==> config.mk <==
export PLATFORM = sky130hd
export DESIGN_NAME = fetch_unit
export DESIGN_NICKNAME = d
export VERILOG_FILES = /design/src/rtl/fetch_unit_pkg.sv /design/src/rtl/if_id_reg.sv /design/src/rtl/fetch_unit.sv
export SDC_FILE = /design/constraint.sdc
export NUM_CORES = 1
export LEC_CHECK = 0
export BUFFER_PORTS_ARGS = -buffer_cell sky130_fd_sc_hd__buf_2
export CAP_MARGIN = 25
export CORE_UTILIZATION = 44
export DETAILED_ROUTE_END_ITERATION = 12
export GPL_TIMING_DRIVEN = 1
export PLACE_DENSITY = 0.78
export SLEW_MARGIN = 20
export SYNTH_ARGS = -nofsm -noshare
export SYNTH_HDL_FRONTEND = slang
export SYNTH_SLANG_ARGS = --single-unit
==> constraint.sdc <==
create_clock -name clk -period 2.4 [get_ports clk]
set_clock_uncertainty 0.2 [all_clocks]
set_input_delay 0.48 -clock clk [delete_from_list [all_inputs] [get_ports clk]]
set_output_delay 0.48 -clock clk [all_outputs]
set_load 0.02 [all_outputs]
==> src/rtl/fetch_unit_pkg.sv <==
// Shared fetch/pipeline definitions: FSM encoding, NOP word and PC width default.
package fetch_unit_pkg;
  localparam int          PC_W_DEF = 13;
  localparam logic [31:0] NOP      = 32'h0;

  typedef enum logic [1:0] {
    ST_FILL = 2'd0,
    ST_RUN  = 2'd1,
    ST_HALT = 2'd2
  } fetch_state_e;
endpackage

==> src/rtl/if_id_reg.sv <==
// IF/ID pipeline register: bubble beats load; neither asserted means hold.
import fetch_unit_pkg::*;

module if_id_reg #(
  parameter int PC_W = PC_W_DEF
) (
  input  logic            clk,
  input  logic            rst_n,
  input  logic            load,
  input  logic            bubble,
  input  logic [31:0]     instr_in,
  input  logic [PC_W-1:0] pc_plus1_in,
  output logic [31:0]     instr,
  output logic [PC_W-1:0] pc_plus1,
  output logic            valid
);
  always_ff @(posedge clk or negedge rst_n) begin
    if (!rst_n) begin
      instr    <= NOP;
      pc_plus1 <= '0;
      valid    <= 1'b0;
    end else if (bubble) begin
      instr    <= NOP;
      pc_plus1 <= '0;
      valid    <= 1'b0;
    end else if (load) begin
      instr    <= instr_in;
      pc_plus1 <= pc_plus1_in;
      valid    <= 1'b1;
    end
  end
endmodule

==> src/rtl/fetch_unit.sv <==
// Instruction fetch: PC register, FILL/RUN/HALT control and IF/ID register.
import fetch_unit_pkg::*;

module fetch_unit #(
  parameter int              PC_W     = PC_W_DEF,
  parameter logic [PC_W-1:0] RESET_PC = '0
) (
  input  logic            clk,
  input  logic            rst_n,
  output logic [PC_W-1:0] pc,
  input  logic [31:0]     instruction,
  input  logic            stall,
  input  logic            redirect,
  input  logic [PC_W-1:0] redirect_target,
  input  logic            halt_req,
  output logic [31:0]     if_id_instr,
  output logic [PC_W-1:0] if_id_pc_plus1,
  output logic            if_id_valid,
  output logic            halted,
  output logic [15:0]     fetch_count
);
  fetch_state_e    state_q, state_d;
  logic            ifid_load, ifid_bubble;
  logic [PC_W-1:0] pc_d, pc_inc;

  assign pc_inc = pc + {{(PC_W-1){1'b0}}, 1'b1};

  always_ff @(posedge clk or negedge rst_n) begin
    if (!rst_n) state_q <= ST_FILL;
    else        state_q <= state_d;
  end

  always_comb begin
    state_d = state_q;
    unique case (state_q)
      ST_FILL: state_d = ST_RUN;
      ST_RUN:  if (halt_req) state_d = ST_HALT;
      ST_HALT: state_d = ST_HALT;
      default: state_d = ST_FILL;
    endcase
  end

  // Priority in RUN: halt_req > redirect > stall > sequential fetch.
  always_comb begin
    ifid_load   = 1'b0;
    ifid_bubble = 1'b0;
    pc_d        = pc;
    unique case (state_q)
      ST_FILL: ifid_bubble = 1'b1;
      ST_RUN: begin
        if (halt_req) begin
          ifid_bubble = 1'b1;
        end else if (redirect) begin
          ifid_bubble = 1'b1;
          pc_d        = redirect_target;
        end else if (!stall) begin
          ifid_load = 1'b1;
          pc_d      = pc_inc;
        end
      end
      default: ;
    endcase
  end

  always_ff @(posedge clk or negedge rst_n) begin
    if (!rst_n) begin
      pc          <= RESET_PC;
      fetch_count <= '0;
    end else begin
      pc <= pc_d;
      if (ifid_load && fetch_count != 16'hFFFF) fetch_count <= fetch_count + 16'd1;
    end
  end

  assign halted = (state_q == ST_HALT);

  if_id_reg #(.PC_W(PC_W)) u_if_id (
    .clk        (clk),
    .rst_n      (rst_n),
    .load       (ifid_load),
    .bubble     (ifid_bubble),
    .instr_in   (instruction),
    .pc_plus1_in(pc_inc),
    .instr      (if_id_instr),
    .pc_plus1   (if_id_pc_plus1),
    .valid      (if_id_valid)
  );
endmodule

==> results.json, run 1 <==
{
  "tightest_slew_ns": 0.553,
  "yosysTopAreaCell": "dfrtp_1",
  "maxSlewViolCount": 0,
  "hpwl_um": 5810,
  "wl_met2_um": 3970,
  "yosysTopAreaCellShare": 0.563,
  "routedWlPerCell_um": 15.7,
  "swShare": 0.393,
  "finish.instance_area_um2": 4520,
  "regArea_um2": 1930,
  "power-per-cell-area_nw_per_um2": 920,
  "synth_warnings": 0,
  "dp.cells": 528,
  "diodes": 0,
  "hold_path_class": "primary input to flip-flop",
  "crit_required_ns": 2.48,
  "portBuffers": 125,
  "clock_sinks": 77,
  "ys_seq_area_frac": 0.563,
  "worstPathArrival_ns": 2.37,
  "place_area_um2": 4300,
  "die_w_um": 90.2,
  "pwr-share-comb": 0.347,
  "p_leak_nw": 2.37,
  "critPathMaxFanout": 4,
  "synthToLayoutAreaGrowth_pct": 32.2,
  "synth_cell_types": 38,
  "highest_layer": "met4",
  "holdWs_ns": 0.140,
  "clk_latency_ns": 0.35,
  "synth-edff-count": 0,
  "ant_nets": 0,
  "fin_crit_sh": 0.955,
  "gp_congestion": 0.844,
  "h-tree-depth": 3,
  "met1_length_um": 4000,
  "grt_pass1_vias": 2741,
  "fillers": 627,
  "slew_headroom": 0.632,
  "multiInputGateArea_um2": 1450,
  "status": "finished clean",
  "wl_met3_um": 499,
  "finalPower_mw": 4.16,
  "maxCapViolCount": 0,
  "routed_wl_um": 8550,
  "end_kind": "flip-flop",
  "grt_pass1_wl_um": 14300,
  "cts_tree": "built",
  "setup_viol": 0,
  "synth.area.top_cells": "dfrtp_1 56%, a22o_1 11%, xor2_1 4.6%",
  "clock_path_buffers": 2,
  "clkPwrFrac": 0.238,
  "syn-num-nets": 358,
  "die-area_um2": 8130,
  "start_util": 0.464,
  "drc": 0,
  "syn-instance-count": 303,
  "pin_count": 126,
  "synthMostInstantiatedCell": "dfrtp_1",
  "synth_area_um2": 3420,
  "clk_pin_slew_worst_paths_ns": 0.09,
  "grt_max_degree": 49,
  "start_kind": "flip-flop",
  "grt_overflow": 0,
  "grt_usage": 0.222,
  "drive_above_1_share": 0.379,
  "fin_cells": 545,
  "crit_type": "flip-flop to flip-flop",
  "switchingPower_mw": 1.64,
  "sequentialPowerShare": 0.415,
  "root_buffer": "clkbuf_8",
  "final.min_clock_period_ns": 2.29,
  "ff2ff_setup_slack_ns": 0.11,
  "core_area_um2": 7370,
  "ys.flop_type": "dfrtp_1",
  "power.internal_mw": 2.53,
  "syn-mean-instance-area_um2": 11.3,
  "antenna_found_initial": 0,
  "first_iter_violations": 177,
  "vias": 2966,
  "fmaxAchievable_ghz": 0.436,
  "rows": 31,
  "ir_drop_mv": 0.825,
  "cts_inserted_buffers": 9,
  "die_h_um": 90.2,
  "routed_via_density": 5.44,
  "synth-async-reset-ratio": 1.00,
  "firstDrtPassIters": 4,
  "synthTopCellsByCount": "77 x dfrtp_1, 43 x a22o_1, 18 x xor2_1",
  "yosys_register_bits": 77,
  "hold_viol": 0,
  "fin_nets": 496
}
layout by cell type (no fill, tap or decap), types with 3 or more instances in the layout:
cell         n
nor3_1       9
buf_2      124
nor2_1      13
xor2_1      18
nand2_1     15
clkbuf_8     9
inv_1        4
ha_1         5
and3_1       3
buf_4       16
a31oi_1      6
nand3_1     12
xnor2_1      5
buf_12       3
nand4_1      9
o2bb2ai_1    5
dfrtp_1     77
a21oi_1      8
o21ai_0     17
nor4_1       7
a22o_1      43
layer usage:
metal	global-route usage	vias up
met2	0.325	110
met4	0.0847	0
li1	-	1410
met5	0	-
met1	0.333	1437
met3	0.0338	9
cells by family (layout without fill, tap and decap cells):
logic type / after synthesis / count (layout) / synth area share
mux: 3 / 3 / 0.00914
fa+ha+maj: 5 / 5 / 0.0183
compound gates: 90 / 90 / 0.195
simple gates: 83 / 83 / 0.131
xor+xnor: 23 / 23 / 0.0589
buf+inv: 22 / 165 / 0.0245
flops: 77 / 77 / 0.563
worst max-delay path, cell delays in order, from the launching register on:
cell,delay (ns)
dfrtp_1,0.41
inv_2,0.07
ha_1,0.15
or4b_4,0.48
or4b_4,0.57
nor3_2,0.19
xor2_1,0.15
repair_timing:
item                                    CTS  global route
gates resized for setup                   0             4
endpoints found under the hold margin    29             0
hold buffers                              1             0
buffers inserted                          0             0
endpoints found under the setup margin    0             6
power by group through the flow:
stage | sequential, mW | combinational (mW) | clock (mW)
floorplan | 1.96 | 0.620 | 0
global placement | 1.73 | 1.41 | 0
detailed placement | 1.75 | 1.45 | 0
CTS | 1.72 | 1.46 | 1.01
global route | 1.76 | 1.58 | 1.06
finish | 1.73 | 1.44 | 0.990
worst paths after layout:
| check | cells past startpoint | startpoint | to |
|---|---|---|---|
| min in group asynchronous | 2 | rst_n | u_if_id.instr[29] |
| min reg2reg | 1 | fetch_count[9] | fetch_count[9] |
| max | 6 | state_q[1] | fetch_count[14] |
| min | 2 | instruction[17] | u_if_id.instr[17] |
| max reg2reg | 6 | state_q[1] | fetch_count[14] |
| max in group asynchronous | 3 | rst_n | u_if_id.instr[1] |
flip-flops by register name, summed over array words and instances, names as in the netlist:
name              count
u_if_id.instr        32
pc                   13
fetch_count          16
u_if_id.pc_plus1     13
u_if_id.valid         1
state_q               2
final cells by class:
| class | count | share of cell area |
|---|---|---|
| clock buffer | 9 | 0.0274 |
| clock inverter | 7 | 0.0160 |
| tap | 99 | 0.0274 |
| multi-input combinational | 204 | 0.320 |
| inverter | 5 | 0.00415 |
| sequential | 77 | 0.426 |
| timing repair buffer | 144 | 0.179 |
per-stage QoR:
stage / worst slack, ns / util / setup TNS, ns
3_3_place_gp: 0.0251 / 0.583 / 0
2_1_floorplan: 0.00466 / - / 0
5_1_grt: -0.000473 / 0.614 / -0.000473
4_1_cts: 0.0155 / 0.611 / 0
3_5_place_dp: 0.00637 / 0.583 / 0
6_report: 0.109 / 0.614 / 0
No activity file was read; power rests on OpenSTA's default activity.
==> inputs of run 2 (changes only) <==
Settings changed: MAX_ROUTING_LAYER set to met4.
==> run 2 against run 1 <==
First-iteration DRC count fell by 7.9%. Die area unchanged. Worst setup slack gained 0.00076 ns. Core utilization stayed put. Critical endpoint unchanged. Via count down 0.57%. Largest cell class unchanged. Total power barely moved. Fmax about the same.
==> results.json, run 2 (synthesized netlist as in run 1, its figures left out) <==
{
  "timing.setup.tns_ns": 0,
  "h-tree-depth": 3,
  "ir_drop_mv": 0.824,
  "routedWlPerCell_um": 15.7,
  "hold_viol": 0,
  "highest_layer": "met4",
  "die-area_um2": 8130,
  "maxCapViolCount": 0,
  "hpwl_um": 5810,
  "setup_viol": 0,
  "slew_headroom": 0.636,
  "min-delay-start": "instruction[17]",
  "grt_max_degree": 49,
  "clk_latency_ns": 0.35,
  "regMostFlops": "u_if_id.instr",
  "whs_path_depth": 2,
  "final_util": 0.614,
  "reg2reg_depth": 6,
  "first_iter_violations": 163,
  "worstPathArrival_ns": 2.37,
  "gp_congestion": 0.857,
  "diodes": 0,
  "portBuffers": 125,
  "firstDrtPassIters": 4,
  "rows": 31,
  "clock_sinks": 77,
  "maxSlewViolCount": 0,
  "cts_tree": "built",
  "critPathMaxFanout": 4,
  "grt_pass1_wl_um": 14300,
  "fmaxAchievable_ghz": 0.437,
  "grt_usage": 0.230,
  "reg2reg_to": "fetch_count[14]",
  "swShare": 0.393,
  "pwr-share-comb": 0.348,
  "cts_inserted_buffers": 9,
  "drc": 0,
  "start_util": 0.464,
  "status": "finished clean",
  "crit_buf_inv": 1,
  "routed_via_density": 5.41,
  "met1_length_um": 4090,
  "ff2ff_setup_slack_ns": 0.11,
  "critical-path-top-delay-family": "simple AND/OR/NAND/NOR gates",
  "ant_nets": 0,
  "p_leak_nw": 2.37,
  "pin_count": 126,
  "wl_met3_um": 442,
  "cp_cell_sequence": "inv_2, ha_1, or4b_4, or4b_4, nor3_2, xor2_1",
  "finalPower_mw": 4.16,
  "hold_path_class": "primary input to flip-flop",
  "routed_wl_um": 8570,
  "cpMostUsedCell": "or4b_4",
  "die_w_um": 90.2,
  "whs_endpoint": "u_if_id.instr[17]",
  "critPathMaxStageDelay_ns": 0.57,
  "sequentialPowerShare": 0.415,
  "clk_pin_slew_worst_paths_ns": 0.09,
  "place_area_um2": 4300,
  "final.min_clock_period_ns": 2.29,
  "crit_required_ns": 2.48,
  "place_ws_ns": 0.00637,
  "wl_met2_um": 3970,
  "grt_overflow": 0,
  "synthToLayoutAreaGrowth_pct": 32.2,
  "root_buffer": "clkbuf_8",
  "die_h_um": 90.2,
  "vias": 2949,
  "final_common_cell": "buf_2",
  "fin_crit_sh": 0.954,
  "start_kind": "flip-flop",
  "tightest_slew_ns": 0.546,
  "switchingPower_mw": 1.64,
  "drive_above_1_share": 0.379,
  "timing.final.ws_setup_ns": 0.110,
  "cp_slowest_cell": "or4b_4",
  "grt_pass1_vias": 2737,
  "fin_nets": 496,
  "largest_register_ffs": 32,
  "core_area_um2": 7370,
  "crit_path_start": "state_q[1]",
  "end_kind": "flip-flop",
  "r2r-start": "state_q[1]",
  "finish.instance_area_um2": 4520,
  "crit_type": "flip-flop to flip-flop",
  "largestRegisters": "u_if_id.instr x32, fetch_count x16",
  "clkPwrFrac": 0.237,
  "mostFrequentLayoutCells": "124 x buf_2, 77 x dfrtp_1, 43 x a22o_1",
  "power.internal_mw": 2.53,
  "clock_path_buffers": 2,
  "antenna_found_initial": 0,
  "power-per-cell-area_nw_per_um2": 920
}
==> run 2: cell counts in the layout (fill, tap and decap cells not counted) <==
Identical to the previous run, type by type.
==> run 2: worst register-to-register path, delay by kind of cell (launching register included) <==
family,cells,cell delay (ns)
AND/OR/NAND/NOR,3,1.24
buffers and inverters,1,0.07
adder cells (fa/ha/maj),1,0.15
flip-flops,1,0.41
XOR/XNOR,1,0.15
==> run 2: how the worst max path moves through the flow <==
stage | to | slack (ns) | depth (start not counted)
detailed placement | fetch_count[12] | 0.006 | 5
floorplan | fetch_count[12] | 0.005 | 7
finish | fetch_count[14] | 0.11 | 6
global route | fetch_count[13] | -0.0006 | 8
global placement | fetch_count[12] | 0.03 | 5
CTS | fetch_count[12] | 0.02 | 6
==> run 2: power groups by stage <==
stage | registers [mW] | logic, mW | clock network, mW
2_1_floorplan | 1.96 | 0.620 | 0
3_3_place_gp | 1.73 | 1.41 | 0
3_5_place_dp | 1.75 | 1.45 | 0
4_1_cts | 1.72 | 1.46 | 1.01
5_1_grt | 1.76 | 1.58 | 1.06
6_report | 1.73 | 1.45 | 0.987
==> run 2: timing repair <==
item | 4_1_cts | 5_1_grt
setup endpoints to repair | 0 | 6
hold endpoints to repair | 29 | 0
gates resized for setup | 0 | 4
hold buffers | 1 | 0
buffers inserted | 0 | 0
==> run 2: stage by stage <==
stage	std cells	hold WS, ns
2_1_floorplan	303	-0.0156
3_3_place_gp	528	0.241
3_5_place_dp	528	0.240
4_1_cts	545	0.128
5_1_grt	545	0.123
6_report	545	0.142
==> run 2: layer usage <==
| layer | vias to the layer above | GRT usage |
|---|---|---|
| li1 | 1404 | - |
| met4 | 0 | 0.0847 |
| met2 | 110 | 0.326 |
| met5 | - | - |
| met1 | 1430 | 0.334 |
| met3 | 5 | 0.0355 |
==> run 2: area by class of cell <==
class | count | area [µm²]
fillers | 627 | 2850
inverters | 5 | 18.8
multi-input cells | 204 | 1450
clock inverters | 7 | 72.6
repair buffers | 144 | 811
clock buffers | 9 | 124
flip-flops and latches | 77 | 1930
well taps | 99 | 124
==> inputs of run 3 (changes only) <==
Settings changed: CORE_UTILIZATION 44 to 45, PLACE_DENSITY 0.78 to 0.77.
Clock period 2.4 ns to 2.82 ns, I/O delays scaled along.
==> run 3 against run 2 <==
Sequential power down 13%. Sequential share of layout area grew 0.87 points. Cell count down 1.5%. Combinational power down 21%. First-iteration DRC count fell by 31%. Fmax is 7.8% lower. Total power decreased by 18%. Count of clock-buffer cells in the layout unchanged. Global-route usage down 1.1 points. Critical endpoint is now fetch_count[13].
==> results.json, run 3 (synthesized netlist as in run 1, its figures left out) <==
{
  "status": "finished clean",
  "grt_pass1_vias": 2724,
  "rows": 31,
  "start_util": 0.469,
  "grt_pass1_wl_um": 12800,
  "regMostFlops": "u_if_id.instr",
  "clock_path_buffers": 2,
  "root_buffer": "clkbuf_8",
  "grt_setup_unrepaired": "no",
  "core_area_um2": 7290,
  "routed_via_density": 5.50,
  "grt_max_degree": 45,
  "maxCapViolCount": 0,
  "cts_tree": "built",
  "clk_pin_slew_worst_paths_ns": 0.09,
  "mostFrequentLayoutCells": "124 x buf_2, 77 x dfrtp_1, 43 x a22o_1",
  "first_iter_violations": 112,
  "clk_latency_ns": 0.35,
  "ant_nets": 0,
  "r2r-start": "state_q[1]",
  "final.min_clock_period_ns": 2.48,
  "firstDrtPassIters": 4,
  "drc": 0,
  "holdWs_ns": 0.220,
  "die_w_um": 89.2,
  "h-tree-depth": 3,
  "ir_drop_mv": 0.459,
  "largestRegisters": "u_if_id.instr x32, fetch_count x16",
  "critPathMaxFanout": 7,
  "crit_required_ns": 2.86,
  "final_common_cell": "buf_2",
  "min-delay-start": "instruction[23]",
  "crit_type": "flip-flop to flip-flop",
  "place_ws_ns": 0.330,
  "hold_path_class": "primary input to flip-flop",
  "p_leak_nw": 2.32,
  "maxSlewViolCount": 0,
  "fin_nets": 488,
  "gp_congestion": 0.810,
  "diodes": 0,
  "routedWlPerCell_um": 15.5,
  "portBuffers": 125,
  "grt_overflow": 0,
  "hpwl_um": 5840,
  "hold_viol": 0,
  "final_util": 0.608,
  "setup_viol": 0,
  "reg2reg_to": "fetch_count[13]",
  "ff2ff_setup_slack_ns": 0.34,
  "clock_sinks": 77,
  "timing.setup.tns_ns": 0,
  "vias": 2953,
  "die-area_um2": 7950,
  "power-per-cell-area_nw_per_um2": 767,
  "crit_path_end": "fetch_count[13]",
  "fmaxAchievable_ghz": 0.403,
  "pin_count": 126,
  "largest_register_ffs": 32,
  "tightest_slew_ns": 0.559,
  "die_h_um": 89.2,
  "start_kind": "flip-flop",
  "reg2reg_depth": 8,
  "postCtsSetupBuffers": 0,
  "fin_crit_sh": 0.881,
  "routed_wl_um": 8340,
  "worstPathArrival_ns": 2.52,
  "fillers": 633,
  "crit_path_start": "state_q[1]",
  "end_kind": "flip-flop",
  "synthToLayoutAreaGrowth_pct": 29.6,
  "drive_above_1_share": 0.361,
  "cts_inserted_buffers": 9,
  "grt_usage": 0.219,
  "timing.final.ws_setup_ns": 0.337,
  "slew_headroom": 0.624,
  "antenna_found_initial": 0
}
[run 3: cell types whose count changed in the layout (fill, tap and decap cells not counted), sizes merged]
cell    previous run  this run
buf              143       135
clkinv             2         3
bufinv             1         0
[run 3: metal layers]
layer | vias to the layer above | GRT usage | wire (µm)
li1 | 1404 | - | -
met4 | 0 | 0.0851 | 157
met3 | 11 | 0.0406 | 551
met5 | - | - | 0
met2 | 112 | 0.334 | 3800
met1 | 1426 | 0.289 | 3830
[run 3: worst min-delay path by stage]
stage | depth (start not counted) | slack (ns) | end
3_5_place_dp | 1 | 0.28 | fetch_count[9]
3_3_place_gp | 1 | 0.28 | fetch_count[9]
4_1_cts | 2 | 0.21 | u_if_id.instr[23]
6_report | 2 | 0.22 | u_if_id.instr[23]
5_1_grt | 2 | 0.21 | u_if_id.instr[19]
2_1_floorplan | 0 | 0.07 | fetch_count[0]
[run 3: critical path, cell delays in order, from the launching register on]
cell and delay [ns]:
dfrtp_1 0.39, inv_1 0.10, ha_1 0.27, or4b_1 0.50
buf_4 0.20, nor4_1 0.30, buf_4 0.18, nand4_1 0.10
xnor2_1 0.14
[run 3: what timing repair did]
action | in CTS | in global routing
hold buffers | 1 | 0
gates resized for setup | 0 | 0
setup endpoints to repair | 0 | 0
endpoints found under the hold margin | 36 | 0
[run 3: final cells by class]
cell class / count / area (µm²) / share of cell area
inverters: 5 / 18.8 / 0.00423
flip-flops and latches: 77 / 1930 / 0.435
well taps: 99 / 124 / 0.0280
clock inverters: 7 / 58.8 / 0.0133
clock buffers: 9 / 124 / 0.0280
multi-input cells: 204 / 1430 / 0.322
repair buffers: 136 / 751 / 0.169
[run 3: through the flow]
| step | power (mW) | area [µm²] | instances |
|---|---|---|---|
| 2_1_floorplan | 2.19 | 3420 | 303 |
| 3_5_place_dp | 2.67 | 4240 | 520 |
| 4_1_cts | 3.43 | 4430 | 537 |
| 6_report | 3.40 | 4430 | 537 |
| 3_3_place_gp | 2.63 | 4240 | 520 |
| 5_1_grt | 3.62 | 4430 | 537 |
[run 3: power breakdown]
group	total [mW]	internal, mW	leakage, nW	switching [mW]
clock	0.756	0.329	0.0864	0.426
combinational	1.14	0.418	1.20	0.721
sequential	1.50	1.28	1.04	0.223
total	3.40	2.03	2.32	1.37
